==> config.mk <==
export PLATFORM = sky130hd
export DESIGN_NAME = blt_cmd_queue
export DESIGN_NICKNAME = d
export VERILOG_FILES = /design/src/rtl/blt_cmd_queue.sv
export SDC_FILE = /design/constraint.sdc
export NUM_CORES = 1
export LEC_CHECK = 0
export ABC_AREA = 0
export CORE_MARGIN = 4
export CORE_UTILIZATION = 45
export DETAILED_ROUTE_END_ITERATION = 8
export PLACE_DENSITY = 0.69
export SKIP_LAST_GASP = 1
export SLEW_MARGIN = 20
export SYNTH_ARGS = -nofsm -noshare
export SYNTH_HDL_FRONTEND = slang
export SYNTH_SLANG_ARGS = --single-unit
export TNS_END_PERCENT = 5
==> constraint.sdc <==
create_clock -name clk -period 2.9 [get_ports clk]
set_input_delay 0.435 -clock clk [delete_from_list [all_inputs] [get_ports clk]]
set_output_delay 0.435 -clock clk [all_outputs]
set_load 0.005 [all_outputs]
==> src/rtl/blt_cmd_queue.sv <==
// Command byte queue: decodes bytes from a UART receiver into command codes,
// buffers them in a small FIFO and issues them one at a time as one-hot,
// one-cycle pulses spaced by a fixed number of idle cycles.
//
// Handshake: rx_ack is a one-cycle strobe qualifying rx_data and there is no
// back-pressure. A valid byte is accepted on the rising edge that ends the
// rx_ack cycle if the FIFO has room or is popped on that same edge; otherwise
// it is counted as dropped. Outside rx_ack, rx_data is ignored.
module blt_cmd_queue #(
    parameter int         N_CMD     = 7,
    parameter logic [7:0] BASE_CHAR = 8'h31,
    parameter int         CODE_W    = 3,
    parameter int         DEPTH     = 4,
    parameter int         GAP       = 2
) (
    input  logic              clk,
    input  logic              rst,
    input  logic [7:0]        rx_data,
    input  logic              rx_ack,
    input  logic              enable,
    output logic [N_CMD-1:0]  cmd_pulse,
    output logic [CODE_W-1:0] cmd_code,
    output logic [N_CMD-1:0]  cmd_hold,
    output logic              fifo_full,
    output logic              fifo_empty,
    output logic [7:0]        err_cnt,
    output logic [7:0]        drop_cnt,
    output logic [1:0]        dbg_state
);

    localparam int         AW      = $clog2(DEPTH);
    localparam logic [AW:0] PTR_ONE = {{AW{1'b0}}, 1'b1};
    // WAIT is entered with GAP-1 loaded so that it spans exactly GAP cycles.
    localparam logic [7:0] GAP_M1  = (GAP > 0) ? 8'(GAP - 1) : 8'd0;

    typedef enum logic [1:0] {
        IDLE  = 2'd0,
        ISSUE = 2'd1,
        WAIT  = 2'd2
    } state_t;

    state_t            state;
    logic [7:0]        wait_cnt;
    logic [AW:0]       wr_ptr;
    logic [AW:0]       rd_ptr;
    logic [CODE_W-1:0] mem [DEPTH];

    logic [7:0]        rx_code;
    logic              rx_valid;
    logic              pop;
    logic              push;
    logic [CODE_W-1:0] head;
    logic [N_CMD-1:0]  head_onehot;

    assign rx_code   = rx_data - BASE_CHAR;
    assign rx_valid  = rx_ack && (rx_data >= BASE_CHAR) && (rx_code < 8'(N_CMD));

    // Pointers carry one extra wrap bit so full and empty are distinguishable.
    assign fifo_empty = (wr_ptr == rd_ptr);
    assign fifo_full  = (wr_ptr[AW] != rd_ptr[AW]) &&
                        (wr_ptr[AW-1:0] == rd_ptr[AW-1:0]);

    // The head is popped on the same edge the FSM leaves IDLE, so a push on
    // that edge may take the freed slot even when the FIFO is full.
    assign pop  = (state == IDLE) && enable && !fifo_empty;
    assign push = rx_valid && (!fifo_full || pop);
    assign head = mem[rd_ptr[AW-1:0]];

    assign dbg_state = state;

    // One-hot decode of the FIFO head.
    always_comb begin
        head_onehot = '0;
        for (int i = 0; i < N_CMD; i++) begin
            head_onehot[i] = (head == CODE_W'(i));
        end
    end

    // FIFO storage; contents are don't-care while the pointers say empty.
    always_ff @(posedge clk) begin
        if (push) begin
            mem[wr_ptr[AW-1:0]] <= rx_code[CODE_W-1:0];
        end
    end

    // FIFO pointers.
    always_ff @(posedge clk or negedge rst) begin
        if (!rst) begin
            wr_ptr <= '0;
            rd_ptr <= '0;
        end else begin
            if (push) wr_ptr <= wr_ptr + PTR_ONE;
            if (pop)  rd_ptr <= rd_ptr + PTR_ONE;
        end
    end

    // Saturating counters for out-of-range bytes and bytes lost to a full FIFO.
    always_ff @(posedge clk or negedge rst) begin
        if (!rst) begin
            err_cnt  <= 8'd0;
            drop_cnt <= 8'd0;
        end else begin
            if (rx_ack && !rx_valid && (err_cnt != 8'hFF)) begin
                err_cnt <= err_cnt + 8'd1;
            end
            if (rx_valid && !push && (drop_cnt != 8'hFF)) begin
                drop_cnt <= drop_cnt + 8'd1;
            end
        end
    end

    // Issue FSM with registered pulse, code and hold outputs.
    always_ff @(posedge clk or negedge rst) begin
        if (!rst) begin
            state     <= IDLE;
            wait_cnt  <= 8'd0;
            cmd_pulse <= '0;
            cmd_code  <= '0;
            cmd_hold  <= '0;
        end else begin
            case (state)
                IDLE: begin
                    if (pop) begin
                        state     <= ISSUE;
                        cmd_pulse <= head_onehot;
                        cmd_code  <= head;
                        cmd_hold  <= head_onehot;
                    end
                end
                ISSUE: begin
                    cmd_pulse <= '0;
                    if (GAP > 0) begin
                        state    <= WAIT;
                        wait_cnt <= GAP_M1;
                    end else begin
                        state <= IDLE;
                    end
                end
                WAIT: begin
                    if (wait_cnt == 8'd0) begin
                        state <= IDLE;
                    end else begin
                        wait_cnt <= wait_cnt - 8'd1;
                    end
                end
                default: begin
                    state     <= IDLE;
                    cmd_pulse <= '0;
                end
            endcase
        end
    end

endmodule

==> reports/results.tsv <==
stage	metric	value	unit
yosys	synth_commonest_cells	dfrtp_1 (49), nand2_1 (19), nor2_1 (14), xnor2_1 (13)	
yosys	syn_nets	245	
yosys	ys_ff_latch	61	
power_and_ir_drop	comb_power_share	37.3	%
power_and_ir_drop	clkPwrFrac	19.0	%
timing	period_needed	2.46	ns
finish	antennaDiodeCount	0	
yosys	synth_cell_types	40	
power_and_ir_drop	p_leak	1.58	nW
grt	grt-ovfl-total	0	
yosys	yosysTopAreaCell	dfrtp_1	
place	io_buffers	48	
timing	fin_hold_ws	0.114	ns
yosys	ys.flop_type	dfrtp_1	
yosys	seq_area_frac_synth	58.0	%
finish	layout-drive-gt1-share	11.3	%
drt	wl_per_cell	14.1	µm
power_and_ir_drop	p_seq_share	43.7	%
place	post-dp-hpwl	3.73	mm
timing	rsz0062_at_grt	false	
floorplan	rows	28	
grt	antenna_found_initial	0	
clocking	cts_tree	yes	
floorplan	fp.coreArea	5920	µm²
grt	grt_pass1_vias	1855	
clocking	cts_buffer_depth	2	
yosys	yosysTopAreaCellShare	44.8	%
clocking	ctsResizeCount	0	
floorplan	die_y	86.0	µm
place	pre_cts_slack	0.362	ns
grt	grt-busiest-layer	met2	
critical_path	end_kind	primary output	
yosys	netlist_top_cells_area	dfrtp_1 (45%), edfxtp_1 (13%), ha_1 (4.6%)	
clocking	cts_setup_buffers	0	
yosys	synth-edff-count	12	
floorplan	die_w	86.0	µm
grt	met2_usage	23.5	%
job	drv_cap	0	
finish	multiInputGateArea	1090	µm²
timing	drv_slew	0	
timing	fmax	0.406	GHz
drt	drc	0	
timing	setup_violations	0	
grt	grtUsageTotal	15.5	%
clocking	h-tree-depth	3	
yosys	synthArstFlopShare	80.3	%
yosys	yosysMostFrequentCell	dfrtp_1	
drt	viasPerCell	5.09	
drt	drt-total-wl	5.06	mm
power_and_ir_drop	p_per_area	920	nW/µm²
finish	layout.area.seq	1590	µm²
clocking	cts_buffers	9	
critical_path	critPathRequiredTime	2.47	ns
critical_path	path_class	reg2out	
timing	hold_viol	0	
yosys	avgSynthCellArea	12.3	µm²
clocking	clock-sinks	61	
floorplan	die_area	7390	µm²
yosys	syn_area	2740	µm²
place	place_congestion	0.770	
power_and_ir_drop	p_switching	1.08	mW
critical_path	cp_max_fo	6	
timing	maxSlewHeadroom	58.8	%
power_and_ir_drop	swShare	33.9	%
critical_path	crit_arrival	2.03	ns
timing	setup-tns-final	0	ns
clocking	cts_hold_buf	0	
yosys	yosys_warnings	0	
hold_path	hp-class	in2async	
grt	grt_max_degree	50	
drt	first_pass_iters	4	
floorplan	ioPinCount	49	
drt	vias	1827	
clocking	clk_pin_slew	0.06	ns
place	detailed_place.area	3300	µm²
drt	drt-initial-drc-count	66	
timing	clock_skew	0.0103	ns
run_status	status	completed	
critical_path	cp-start-kind	flop	
drt	antenna_left	0	
clocking	clk_latency	0.33	ns
finish	final_nets	302	
finish	syn_to_final_growth	26.2	%
grt	globalRouteMet3Util	3.36	%
floorplan	start_util	46.2	%
timing	layout_setup_ws	0.436	ns
timing	period_share	85.0	%
finish	fillCellCount	508	
yosys	netlist_instances	223	
power_and_ir_drop	p_int	2.10	mW
grt	grtUsageMet1	21.0	%
power_and_ir_drop	ir_drop	432	µV
grt	grt_pass1_wl	8.96	mm
finish	finalInstanceArea	3450	µm²
clocking	cts_root_buf	clkbuf_8	
timing	worst_slew_pin_slew	0.618	ns
power groups by stage:
stage               logic, mW  registers (mW)  clock network, mW
floorplan               0.669            1.33                  0
global placement         1.17            1.40                  0
detailed placement       1.21            1.40                  0
CTS                      1.21            1.39              0.624
global route             1.34            1.43              0.665
finish                   1.18            1.39              0.604
routing by layer:
layer	wire length, µm	vias to the layer above
met4	73	0
met3	249	7
met2	2350	46
met5	0	-
met1	2390	884
li1	-	890
kinds of logic after synthesis:
kind of cell / synth area share (%)
and+or+nand+nor: 14.2
DFF: 58.0
AOI/OAI and AO/OA: 8.10
xor gates and xnor gates: 7.69
buffers and inverters: 2.24
muxes: 5.21
adders and majority gates: 4.57
path summary, 6_finish.rpt:
check / start / end / slack, ns / depth (start not counted)
max: rd_ptr[0] / fifo_full / 0.44 / 4
min: rst / wait_cnt[6] / 0.11 / 1
max reg2reg: rd_ptr[0] / cmd_pulse[1] / 0.75 / 7
min reg2reg: cmd_hold[2] / cmd_hold[2] / 0.48 / 1
max in group asynchronous: rst / rd_ptr[0] / 2.36 / 1
min in group clk: cmd_hold[2] / cmd_hold[2] / 0.48 / 1
area by class of cell:
| type | count | share of cell area, % |
|---|---|---|
| flip-flops and latches | 61 | 46.0 |
| repair buffers | 49 | 14.1 |
| clock inverters | 3 | 0.435 |
| inverters | 13 | 1.41 |
| clock buffers | 12 | 3.91 |
| multi-input cells | 146 | 31.5 |
| well taps | 75 | 2.72 |
metrics by stage:
step	util [%]	power (mW)	std cells
after floorplan	-	2.00	223
final	58.3	3.18	359
after detailed placement	55.7	2.61	344
after global routing	58.3	3.44	359
after global placement	55.7	2.57	344
after CTS	58.3	3.22	359
layout by cell type, fill, tap and decap left out, types with 3 or more instances in the layout:
cell type         n
a21o_1           12
and2_1            4
clkbuf_1          3
clkbuf_8          9
clkdlybuf4s50_1  47
clkinv_2          3
dfrtp_1          49
edfxtp_1         12
ha_1             10
inv_1            12
mux2_2            4
mux2i_1           3
mux4_2            3
nand2_1          19
nand2b_1          4
nand3_1           8
nand4_1           6
nor2_1           14
nor3_1            6
o21ai_0           6
xnor2_1          13
xor2_1           11
registers in the layout, summed over array words and instances, names as in the netlist:
signal,count
mem,12
drop_cnt,8
err_cnt,8
wait_cnt,8
cmd_hold,7
cmd_pulse,7
cmd_code,3
rd_ptr,3
wr_ptr,3
dbg_state,2
worst max-delay path, cell delays in order, from the launching register on:
cell and delay [ns]:
dfrtp_1 0.48, xor2_1 0.21, or2_2 0.33, nor2_1 0.15
clkdlybuf4s50_1 0.53
(Power assumes the default switching activity.)
